--- config.mk ---
export PLATFORM = sky130hd
export DESIGN_NAME = adc_vol_filter
export DESIGN_NICKNAME = d
export VERILOG_FILES = /design/src/rtl/adc_vol_filter.sv
export SDC_FILE = /design/constraint.sdc
export NUM_CORES = 1
export LEC_CHECK = 0
export BUFFER_PORTS_ARGS = -buffer_cell sky130_fd_sc_hd__buf_2
export CORE_AREA = 3 3 139 141
export DETAILED_ROUTE_END_ITERATION = 10
export DIE_AREA = 0 0 142 144
export GPL_TIMING_DRIVEN = 0
export SYNTH_ARGS = -nofsm -noshare
export SYNTH_HDL_FRONTEND = slang
export SYNTH_SLANG_ARGS = --single-unit
--- constraint.sdc ---
create_clock -name Clk -period 10.2 [get_ports Clk]
set_input_delay 0.51 -clock Clk [delete_from_list [all_inputs] [get_ports Clk]]
set_output_delay 0.51 -clock Clk [all_outputs]
set_load 0.05 [all_outputs]
--- src/rtl/adc_vol_filter.sv ---
// adc_vol_filter: averages 2^AVG_LOG2 ADC samples of one selected channel and
// converts the mean to millivolts (mean*FULL_MV/FULL_CODE, truncated) with a
// sequential restoring divider.
//
// Ports:
//   Clk          system clock
//   Reset        synchronous, active-high reset
//   sel_ch       channel whose samples are accepted
//   resp_valid   ADC response strobe
//   resp_channel ADC response channel
//   resp_data    ADC response sample (12 bit)
//   vol          last converted mean in mV, held between updates
//   vol_ch       channel that vol belongs to
//   vol_valid    one-cycle pulse when vol/vol_ch update
//   busy         high while loading the numerator or dividing
//   overrun      sticky flag: a matching sample arrived while not accumulating
module adc_vol_filter #(
  parameter int AVG_LOG2  = 2,
  parameter int FULL_MV   = 5000,
  parameter int FULL_CODE = 4095
) (
  input  logic        Clk,
  input  logic        Reset,
  input  logic [4:0]  sel_ch,
  input  logic        resp_valid,
  input  logic [4:0]  resp_channel,
  input  logic [11:0] resp_data,
  output logic [12:0] vol,
  output logic [4:0]  vol_ch,
  output logic        vol_valid,
  output logic        busy,
  output logic        overrun
);
  localparam int SUM_W  = 12 + AVG_LOG2;
  localparam int CNT_W  = AVG_LOG2 + 1;
  localparam int NUM_W  = 25;
  localparam int REM_W  = 13;
  localparam int ITER_W = 5;
  localparam logic [CNT_W-1:0]  N_SAMPLES = CNT_W'(1 << AVG_LOG2);
  localparam logic [ITER_W-1:0] N_ITER    = ITER_W'(NUM_W);

  typedef enum logic [1:0] {ACCUM, LOAD, DIV, DONE} state_t;

  state_t             state_q, state_d;
  logic [SUM_W-1:0]   sum_q, sum_d, sum_base, sum_next;
  logic [CNT_W-1:0]   count_q, count_d, cnt_base, cnt_next;
  logic [4:0]         sel_q, sel_d;
  logic [11:0]        mean_q, mean_d;
  logic [4:0]         cur_ch_q, cur_ch_d;
  logic [NUM_W-1:0]   num_q, num_d;
  logic [REM_W-1:0]   rem_q, rem_d;
  logic [NUM_W-1:0]   quo_q, quo_d;
  logic [ITER_W-1:0]  iter_q, iter_d;
  logic [REM_W:0]     step;
  logic [12:0]        vol_q, vol_d;
  logic [4:0]         vol_ch_q, vol_ch_d;
  logic               vol_valid_q, vol_valid_d;
  logic               overrun_q, overrun_d;
  logic               match;

  // One restoring-division step: shift in the next numerator bit and subtract
  // the divisor when it fits. Returns {quotient_bit, new_remainder}.
  // The remainder is always below FULL_CODE, so its top bit is zero before the shift.
  function automatic logic [REM_W:0] div_step(input logic [REM_W-1:0] rem,
                                              input logic nb);
    logic [REM_W-1:0] shifted;
    shifted = {rem[REM_W-2:0], nb};
    if (shifted >= REM_W'(FULL_CODE)) begin
      return {1'b1, shifted - REM_W'(FULL_CODE)};
    end
    return {1'b0, shifted};
  endfunction

  assign match = resp_valid && (resp_channel == sel_ch);

  always_comb begin
    state_d     = state_q;
    sum_d       = sum_q;
    count_d     = count_q;
    sel_d       = sel_ch;
    mean_d      = mean_q;
    cur_ch_d    = cur_ch_q;
    num_d       = num_q;
    rem_d       = rem_q;
    quo_d       = quo_q;
    iter_d      = iter_q;
    vol_d       = vol_q;
    vol_ch_d    = vol_ch_q;
    vol_valid_d = 1'b0;
    overrun_d   = overrun_q;
    sum_base    = sum_q;
    cnt_base    = count_q;
    sum_next    = '0;
    cnt_next    = '0;
    step        = '0;

    // A matching sample outside ACCUM is dropped and flagged.
    if (match && state_q != ACCUM) begin
      overrun_d = 1'b1;
    end

    case (state_q)
      ACCUM: begin
        // A channel switch discards the partial average; the same-cycle
        // sample then starts the new average.
        if (sel_ch != sel_q && count_q != '0) begin
          sum_base = '0;
          cnt_base = '0;
        end
        sum_d   = sum_base;
        count_d = cnt_base;
        if (match) begin
          sum_next = sum_base + SUM_W'(resp_data);
          cnt_next = cnt_base + 1'b1;
          sum_d    = sum_next;
          count_d  = cnt_next;
          if (cnt_next == N_SAMPLES) begin
            mean_d   = 12'(sum_next >> AVG_LOG2);
            cur_ch_d = sel_ch;
            state_d  = LOAD;
          end
        end
      end
      LOAD: begin
        num_d   = NUM_W'(mean_q) * NUM_W'(FULL_MV);
        rem_d   = '0;
        quo_d   = '0;
        iter_d  = '0;
        state_d = DIV;
      end
      DIV: begin
        // Iterations run while iter < 25; the cycle that sees iter == 25 hands off to DONE.
        if (iter_q == N_ITER) begin
          state_d = DONE;
        end else begin
          step   = div_step(rem_q, num_q[NUM_W-1]);
          rem_d  = step[REM_W-1:0];
          quo_d  = {quo_q[NUM_W-2:0], step[REM_W]};
          num_d  = {num_q[NUM_W-2:0], 1'b0};
          iter_d = iter_q + 1'b1;
        end
      end
      DONE: begin
        vol_d       = quo_q[12:0];
        vol_ch_d    = cur_ch_q;
        vol_valid_d = 1'b1;
        sum_d       = '0;
        count_d     = '0;
        state_d     = ACCUM;
      end
      default: state_d = ACCUM;
    endcase
  end

  always_ff @(posedge Clk) begin
    if (Reset) begin
      state_q     <= ACCUM;
      sum_q       <= '0;
      count_q     <= '0;
      sel_q       <= '0;
      vol_q       <= '0;
      vol_ch_q    <= '0;
      vol_valid_q <= 1'b0;
      overrun_q   <= 1'b0;
      iter_q      <= '0;
    end else begin
      state_q     <= state_d;
      sum_q       <= sum_d;
      count_q     <= count_d;
      sel_q       <= sel_d;
      vol_q       <= vol_d;
      vol_ch_q    <= vol_ch_d;
      vol_valid_q <= vol_valid_d;
      overrun_q   <= overrun_d;
      iter_q      <= iter_d;
    end
    mean_q   <= mean_d;
    cur_ch_q <= cur_ch_d;
    num_q    <= num_d;
    rem_q    <= rem_d;
    quo_q    <= quo_d;
  end

  assign vol       = vol_q;
  assign vol_ch    = vol_ch_q;
  assign vol_valid = vol_valid_q;
  assign overrun   = overrun_q;
  assign busy      = (state_q == LOAD) || (state_q == DIV);

endmodule

==> out/summary.txt, run 1 <==
Final Cycle Share: 45.1%
Relative slew margins: 44.2%
CP max stage cell: fa_1
Crit. End Element: flop
Synth Register Bits: 113
Synth Cell Area: 7250 um2
Routed len/inst: 14.1 um
Seq pwr share: 44.1%
Root Driver: clkbuf_16
CP most frequent cell: inv_1
Detailed Place HPWL: 10,900 um
Shortest period the worst path allows: 4600 ps
Initial Util: 40.1%
CTS tree: done
Minimum hold slack: 334 ps
Clk slew on worst S/H paths: 60 ps
Drt pass-1 iters: 4
# Post-CTS Setup Buffers: 0
Synth Net Count: 842
Crit-path max FO: 4
Die H: 144 um
Yosys warnings: 0
Grt ovf: 0
I/O Pins: 46
Initial antenna violation count: 0
Std-Cell Rows: 49
Cells after Synth: 714
Worst Max-Slew Pin Slew: 838 ps
Fill count: 1,670
Core area: 18,100 um2
CP cell instances: inv_1 -> fa_1 -> inv_1 -> ha_1 -> inv_1 -> fa_1 -> inv_1 -> ha_1 -> inv_1 -> fa_1 -> inv_1 -> ha_1 -> o21a_1 -> o211ai_1 -> o2111ai_1 -> and2_1 -> a221o_1
Sequential area share after synthesis: 40.0%
Area of the multi-input gates: 3990 um2
F_max: 0.217 GHz
Critical Path Max Stage Delay: 540 ps
CP Buf/Inv Count: 6
Antenna Nets Post-Route: 0
WL final: 14,300 um
Drt first-iter violations: 246
DRC errors left: 0
CTS resizes: 0
Vias in the first global route: 5,001
Final net count: 907
Max Clock Skew: 9.84 ps
Diodes inserted: 0
Critical path class: reg2reg
Area Overhead vs Synth: 15.5%
Switching part of the total: 25.6%
Final Core Density: 46.3%
Internal cell power: 0.000931 W
Vias per cell: 5.00
Required time of the critical path: 10,370 ps
Final Hold Fails: 0
Clock power frac: 46.6%
H-tree Lvls: 4
Fraction of registers with async set/reset: 0%
CTS sink cnt: 113
Routability Congestion: 0.836
Startpoint Class: flop
Number of enable flip-flop cells after synthesis: 64
Max_cap viols: 0
P_sw: 0.000320 W
FF+latch area: 2900 um2
Pin count of the biggest net entering global routing: 38
LEAKAGE: 3.63 nW
Share of cells above drive strength 1: 11.7%
Status: finished, final reports clean
Insertion delay to the later sink of the worst-skew pair: 410 ps
Top FF cell, synth: edfxtp_1
Distinct cells, synth: 60
Die Span X: 142 um
Worst VDD drop: 0.109 mV
Routed vias: 5,107
Overall Global Routing Usage: 14.8%
First-pass GRT wire length: 24,500 um
Port Buffers: 45
Worst hold path type: in2reg
CTS buffer count: 17
Final setup fails: 0
Final TNS setup: 0 ps
Critical path arrival: 4770 ps
Clock Path Buffers: 2
Comb pwr share: 9.3%
Post-Syn Area per Cell: 10.2 um2
Hold-fix buffers, CTS: 0
Setup repair after global routing missed its margin: false
Die area: 20,400 um2
Fin. max-slew vios: 0
Crit path max-delay family: adder cells
P per Cell Area: 149 nW/um2
==> layout by cell type, fill, tap and decap left out, drive strengths merged, types with 5 or more instances in the layout <==
cell,synthesis,layout
nand3,13,13
a21oi,34,34
nand2,42,42
clkbuf,15,38
nor3,10,10
xnor2,17,17
or3,7,7
buf,5,51
a21o,10,10
ha,79,79
inv,76,79
mux2i,22,22
o21ai,27,27
and2,24,24
nor2,74,74
dfxtp,49,49
o21a,5,5
a211oi,12,12
edfxtp,64,64
fa,24,24
a22o,10,10
xor2,18,18
nor2b,21,21
==> layer usage <==
metal,wire length (um),vias to the layer above,global-route usage (%)
li1,-,2637,-
met1,7140,2401,20.1
met2,6690,59,23.8
met3,371,10,3.27
met4,144,0,4.24
met5,0,-,0
==> path summary, 6_finish.rpt <==
check,startpoint,endpoint,slack [ps],cells after the start
max,mean_q[4],num_q[21],5600,17
max reg2reg,mean_q[4],num_q[21],5600,17
min reg2reg,sum_q[9],sum_q[9],470,1
min,sel_ch[0],cur_ch_q[0],330,1
==> metrics by stage <==
stage               worst slack (ps)  area, um2  power, W  std cells
floorplan                       5900       7250  0.000637        714
detailed placement              5580       7780  0.000678        989
global route                    5320       8370   0.00130       1021
finish                          5600       8370   0.00125       1021
CTS                             5580       8370   0.00126       1021
global placement                5580       7760  0.000674        988
==> power by group through the flow <==
stage | Combinational, W | Sequential [W] | Clock [W]
after floorplan | 0.0000807 | 0.000556 | 0
after global placement | 0.000110 | 0.000564 | 0
after detailed placement | 0.000118 | 0.000560 | 0
after CTS | 0.000118 | 0.000552 | 0.000593
after global routing | 0.000131 | 0.000556 | 0.000614
final | 0.000117 | 0.000552 | 0.000583
==> state kept, by name, summed over array words and instances (netlist names) <==
register and cells:
count_q 3, cur_ch_q 5, iter_q 5, mean_q 12, num_q 22, overrun 1, quo_q 13, rem_q 12
sel_q 5, state_q 2, sum_q 14, vol 13, vol_ch 5, vol_valid 1
==> cell usage after synthesis, types with 3 or more instances <==
cell type   n  area share, %
ha_1       79             14
inv_1      76            3.9
nor2_1     74            3.8
edfxtp_1   64             26
dfxtp_1    49             14
nand2_1    42            2.2
a21oi_1    34            2.3
o21ai_0    27            1.9
and2_1     24            2.1
fa_1       24            6.6
mux2i_1    22            3.0
nor2b_1    21            1.8
xor2_1     18            2.2
xnor2_1    17            2.1
clkbuf_1   15           0.78
a211oi_1   12            1.2
nand3_1    12           0.83
a21o_1     10            1.0
a22o_1     10            1.2
nor3_1      9           0.62
or3_1       7           0.60
o21a_1      5           0.52
mux2_2      4           0.62
o211ai_1    4           0.41
and3_1      3           0.26
buf_1       3           0.16
o21bai_1    3           0.31
==> area by class of cell <==
| class | count | area share, % |
|---|---|---|
| multi-input cells | 505 | 47.6 |
| flip-flops and latches | 113 | 34.7 |
| clock buffers | 23 | 6.22 |
| well taps | 229 | 3.42 |
| inverters | 76 | 3.41 |
| repair buffers | 46 | 2.93 |
| plain buffers | 20 | 0.956 |
| clock inverters | 9 | 0.822 |
==> logic make-up (layout without fill, tap and decap cells) <==
family	after synthesis	after routing	share of synthesized area, %
AO/OA/AOI/OAI	132	132	12.6
AND/OR/NAND/NOR	209	209	14.2
XOR/XNOR	35	35	4.23
buffers and inverters	96	174	5.04
adder cells (fa/ha/maj)	103	103	20.3
flip-flops	113	113	40.0
multiplexers	26	26	3.66
Power figures use the tool's default switching activity.
==> run 2, diff against run 1 <==
Settings changed: ABC_AREA set to 1, CORE_AREA 3 3 139 141 to 3 3 141 143, DIE_AREA 0 0 142 144 to 0 0 144 146.
Clock period 10.2 ns to 4.55 ns, I/O delays scaled along.
==> run 2 against run 1 <==
Sequential power increased by 96%; total power rose by 95%; synthesized cell count grew 28%; final cell count grew 21%; first-iteration DRC count grew 30%; synthesized area up 3.3%; wire length is 5.6% higher; sequential share of layout area is 1.2 points lower; critical path type unchanged; largest cell class unchanged; largest power group unchanged.
==> out/summary.txt, run 2 <==
Shortest period the worst path allows: 4300 ps
Top cells by count, synth: nand2_1, inv_1, nor2_1, ha_1, edfxtp_1
Area after DPL: 8020 um2
CTS buffer count: 17
Final setup fails: 0
Largest Register: num_q
Relative slew margins: 22.9%
Startpoint Class: flop
Worst hold path type: in2reg
Routability Congestion: 0.874
Drt pass-1 iters: 4
Post-Syn Area per Cell: 8.19 um2
Synth Net Count: 1,042
Max_cap viols: 0
Fraction of post-synthesis cell area in the top cell type by area: 25.7%
Overall Global Routing Usage: 15.4%
DRC errors left: 0
Drt first-iter violations: 320
R2r startpoint: mean_q[4]
Final net count: 1,116
Most numerous cell in the Yosys netlist: nand2_1
Share of cells above drive strength 1: 12.7%
Comb pwr share: 4.3%
H-tree Lvls: 4
Diodes inserted: 0
Initial Util: 40.0%
Final Cycle Share: 94.6%
Antenna Nets Post-Route: 0
Top FF cell, synth: edfxtp_1
Most common cell after layout, fill and taps aside: nand2_1
Internal cell power: 0.00190 W
First-pass GRT wire length: 26,300 um
Final Hold Fails: 0
Critical Path Start: mean_q[4]
Worst VDD drop: 0.259 mV
Die area: 21,000 um2
Worst Max-Slew Pin Slew: 1150 ps
CTS sink cnt: 113
Detailed Place HPWL: 11,700 um
Seq pwr share: 44.3%
Crit. End Element: flop
Vias in the first global route: 5,594
CTS tree: done
Fill count: 1,841
Yosys warnings: 0
Cells after Synth: 914
Critical path arrival: 4470 ps
Routed vias: 5,803
Crit-path max FO: 5
Fin. max-slew vios: 0
Pin count of the biggest net entering global routing: 52
Grt ovf: 0
Slack of the worst reg-to-reg path: 250 ps
Clock Path Buffers: 2
Status: finished, final reports clean
CP most frequent cell: inv_1
P per Cell Area: 281 nW/um2
Critical Path Max Stage Delay: 530 ps
Commonest cells after routing, fill and taps aside: nand2_1, inv_1, nor2_1
Vias per cell: 4.70
CP cell instances: inv_2 -> fa_1 -> inv_1 -> ha_1 -> inv_1 -> fa_1 -> inv_1 -> ha_1 -> inv_1 -> fa_1 -> inv_1 -> ha_4 -> nand2_1 -> inv_1 -> a21boi_1 -> o21ai_1 -> inv_1 -> o21ai_1 -> nand2_1 -> nand3_1 -> nand2_1
Hold-fix buffers, CTS: 0
Top Registers: num_q: 22 flops, sum_q: 14 flops
Fraction of registers with async set/reset: 0%
Sequential area share after synthesis: 38.8%
Synth Cell Area: 7490 um2
Std-Cell Rows: 50
Max Clock Skew: 11.9 ps
F_max: 0.232 GHz
Root Driver: clkbuf_16
Switching part of the total: 22.3%
Max FFs per register: 22
Final Core Density: 46.4%
Distinct cells, synth: 41
I/O Pins: 46
Required time of the critical path: 4720 ps
Min-delay src: sel_ch[1]
Number of enable flip-flop cells after synthesis: 64
Die H: 146 um
P_sw: 0.000545 W
Clock power frac: 51.4%
Core area: 18,700 um2
WL final: 15,100 um
Insertion delay to the later sink of the worst-skew pair: 420 ps
FF+latch area: 2900 um2
Critical path class: reg2reg
Design area: 8690 um2
CP max stage cell: fa_1
Area Overhead vs Synth: 16.0%
Initial antenna violation count: 0
Dominant cells by area after synthesis: edfxtp_1, ha_1, dfxtp_1
Area of the multi-input gates: 3880 um2
Routed len/inst: 12.3 um
Clk slew on worst S/H paths: 60 ps
Synth Register Bits: 113
LEAKAGE: 4.20 nW
Port Buffers: 44
Die Span X: 144 um
Largest area contributor in the netlist: edfxtp_1
-- run 2: cell types whose count changed in the layout (fill, tap and decap cells not counted), sizes merged, moves of 11 or more --
cell   change
nand2    +128
inv       +92
nor2      +42
o21ai     +33
nand3     +31
a21oi     +28
and2      -24
mux2i     -22
nor2b     -21
xnor2     -11
-- run 2: cells by family after synthesis --
| family | after synthesis | share of synthesized area [%] |
|---|---|---|
| AOI/OAI and AO/OA | 144 | 10.3 |
| adders and majority gates | 103 | 19.6 |
| xor gates and xnor gates | 15 | 1.75 |
| buffers and inverters | 191 | 9.87 |
| and+or+nand+nor | 348 | 19.7 |
| DFF | 113 | 38.8 |
-- run 2: metal layers --
metal / vias to the layer above / part of all wire (%) / GRT usage [%] / wire length [um]
met3: 19 / 2.4 / 3.06 / 364
met4: 0 / 1.8 / 5.32 / 269
met1: 2638 / 49 / 21.0 / 7460
li1: 3090 / - / - / -
met5: - / 0 / 0 / 0
met2: 56 / 47 / 24.3 / 7060
-- run 2: metrics by stage --
step	worst slack (ps)	std cells	hold WS (ps)	power, W	setup TNS (ps)
2_1_floorplan	333	914	326	0.00118	0
3_3_place_gp	-61.1	1192	444	0.00121	-109
3_5_place_dp	-54.1	1193	452	0.00121	-96.8
4_1_cts	8.34	1225	9.30	0.00247	0
5_1_grt	-31.1	1235	13.7	0.00252	-57.3
6_report	246	1235	27.6	0.00244	0
-- run 2: power by group through the flow --
stage | clock network (W) | registers, W | logic (W)
after floorplan | 0 | 0.00110 | 0.0000734
after global placement | 0 | 0.00110 | 0.000105
after detailed placement | 0 | 0.00110 | 0.000106
after CTS | 0.00128 | 0.00108 | 0.000107
after global routing | 0.00132 | 0.00108 | 0.000121
final | 0.00126 | 0.00108 | 0.000106
-- run 2: repair_timing --
| action | CTS | global route |
|---|---|---|
| endpoints found under the setup margin | 3 | 8 |
| pin swaps | 0 | 0 |
| gates resized for setup | 1 | 8 |
| cloned | 0 | 0 |
| buffers inserted | 0 | 10 |
-- run 2: path summary, 6_finish.rpt --
| check | cells after the start | endpoint |
|---|---|---|
| worst min register to register | 2 | sum_q[13] |
| worst min-delay path | 1 | cur_ch_q[1] |
| worst max register to register | 21 | num_q[18] |
| worst max-delay path | 21 | num_q[18] |
-- run 2: critical path, delay by kind of cell, from the launching register on --
family,cells,cell delay [ps]
and+or+nand+nor,4,290
AOI/OAI and AO/OA,3,510
buffers and inverters,8,490
DFF,1,400
adders and majority gates,6,2360
-- run 2: cell type report --
type,count,area share [%]
Inverter,170,7.37
Multi-Input combinational cell,610,44.6
Buffer,21,1.14
Sequential cell,113,33.4
Timing Repair Buffer,55,3.57
Clock inverter,13,1.27
Clock buffer,19,5.23
Tap cell,234,3.37
==> run 3, diff against run 2 <==
Settings changed: ABC_AREA 1 to 0, CORE_AREA 3 3 141 143 to 2 2 138 140, DIE_AREA 0 0 144 146 to 0 0 140 142, SETUP_SLACK_MARGIN set to 0.05.
==> run 3 against run 2 <==
Combinational power increased by 140%; largest cell class unchanged; register-to-register slack lost 40 ps; clock power up 17%; largest power group unchanged; flip-flop and latch count unchanged; sequential share of layout area rose by 0.47 points; via count decreased by 11%; sequential power rose by 15%; total power increased by 21%; critical endpoint is now num_q[21]; critical path depth shrank 4; clock skew down 1.3 ps; highest routed layer unchanged.
==> out/summary.txt, run 3 (synthesis gave the netlist of run 1 again) <==
Status: finished, final reports clean
CTS sink cnt: 113
Area after DPL: 7790 um2
Diodes inserted: 0
Seq pwr share: 41.7%
Die area: 19,900 um2
Comb pwr share: 8.7%
Routability Congestion: 0.835
Startpoint Class: flop
Fin. max-slew vios: 0
Drt first-iter violations: 197
Hold path depth: 1
H-tree Lvls: 4
Final net count: 917
Die H: 142 um
Std-Cell Rows: 50
LEAKAGE: 3.70 nW
Port Buffers: 45
Detailed Place HPWL: 10,800 um
Initial Util: 39.3%
Initial antenna violation count: 0
Grt ovf: 0
Top Registers: num_q: 22 flops, sum_q: 14 flops
P per Cell Area: 346 nW/um2
Root Driver: clkbuf_16
WL final: 14,500 um
Required time of the critical path: 4720 ps
Vias per cell: 4.97
Pin count of the biggest net entering global routing: 30
Vias in the first global route: 5,044
Worst hold path type: in2reg
DRC errors left: 0
Commonest cells after routing, fill and taps aside: ha_1, nor2_1, inv_1
Final setup fails: 0
P_sw: 0.000734 W
F_max: 0.230 GHz
Fill count: 1,669
Final Cycle Share: 95.4%
Design area: 8570 um2
DP Cell Count: 994
Clock power frac: 49.6%
I/O Pins: 46
Crit. End Element: flop
CTS buffer count: 17
Largest Register: num_q
Worst VDD drop: 0.243 mV
Drt pass-1 iters: 4
Most common cell after layout, fill and taps aside: ha_1
Hold-fix buffers, CTS: 0
Routed len/inst: 14.0 um
Crit-path max FO: 4
First-pass GRT wire length: 24,500 um
Max FFs per register: 22
R2R depth: 17
Worst Max-Slew Pin Slew: 784 ps
Minimum hold slack: 42.1 ps
Die Span X: 140 um
Max Clock Skew: 10.6 ps
Non-Filler Instances: 1,036
Area Overhead vs Synth: 18.1%
Critical path arrival: 4510 ps
CTS tree: done
Insertion delay to the later sink of the worst-skew pair: 430 ps
Overall Global Routing Usage: 15.5%
Switching part of the total: 24.8%
Routed vias: 5,148
Core area: 18,500 um2
Setup repair after global routing missed its margin: false
Share of cells above drive strength 1: 14.1%
Clk slew on worst S/H paths: 60 ps
Final Hold Fails: 0
Max_cap viols: 0
Shortest period the worst path allows: 4340 ps
Antenna Nets Post-Route: 0
Clock Path Buffers: 2
Critical path class: reg2reg
Internal cell power: 0.00223 W
Relative slew margins: 47.7%
==> run 3: metrics by stage <==
stage	utilization, %	worst slack [ps]	total power, W	TNS, ps
CTS	46.0	60.3	0.00299	0
global route	46.4	44.6	0.00307	0
floorplan	-	245	0.00143	0
global placement	42.1	-71.3	0.00151	-71.3
finish	46.4	210	0.00297	0
detailed placement	42.2	-108	0.00152	-108
==> run 3: area by class of cell <==
cell class,count,area (um2),area share [%]
flip-flops and latches,113,2900,33.9
clock buffers,18,450,5.26
repair buffers,57,328,3.83
clock inverters,14,198,2.31
well taps,234,293,3.42
plain buffers,19,76.3,0.891
multi-input cells,505,4030,47.1
inverters,76,285,3.33
==> run 3: path summary, 6_finish.rpt <==
kind	from	endpoint	slack [ps]
worst max-delay path	mean_q[5]	num_q[21]	210
worst min-delay path	sel_ch[3]	cur_ch_q[3]	40
worst max register to register	mean_q[5]	num_q[21]	210
worst min register to register	sum_q[9]	sum_q[9]	460
==> run 3: layer usage <==
layer,global-route usage (%),wire length (um)
met1,20.3,7250
met2,25.7,6710
met3,3.03,315
met4,6.11,261
met5,0,0
==> run 3: critical path: stages, from the launching register on <==
cell,delay [ps]
edfxtp_1,390
inv_2,80
fa_1,540
inv_1,40
ha_1,260
inv_1,50
fa_1,500
inv_1,40
ha_1,270
inv_1,50
fa_1,490
inv_1,60
ha_4,220
o21a_1,200
o211ai_1,240
o2111ai_2,180
and2_4,190
a221o_1,290
==> run 3: power by group through the flow <==
stage               logic (W)  clock network (W)  registers (W)
CTS                  0.000263            0.00149        0.00124
global route         0.000288            0.00153        0.00125
global placement     0.000244                  0        0.00126
floorplan            0.000181                  0        0.00125
finish               0.000259            0.00147        0.00124
detailed placement   0.000262                  0        0.00126
==> run 3: what timing repair did <==
action,4_1_cts,5_1_grt
gates resized for setup,2,9
setup endpoints to repair,3,8
setup buffers,6,5
pin swaps,3,6
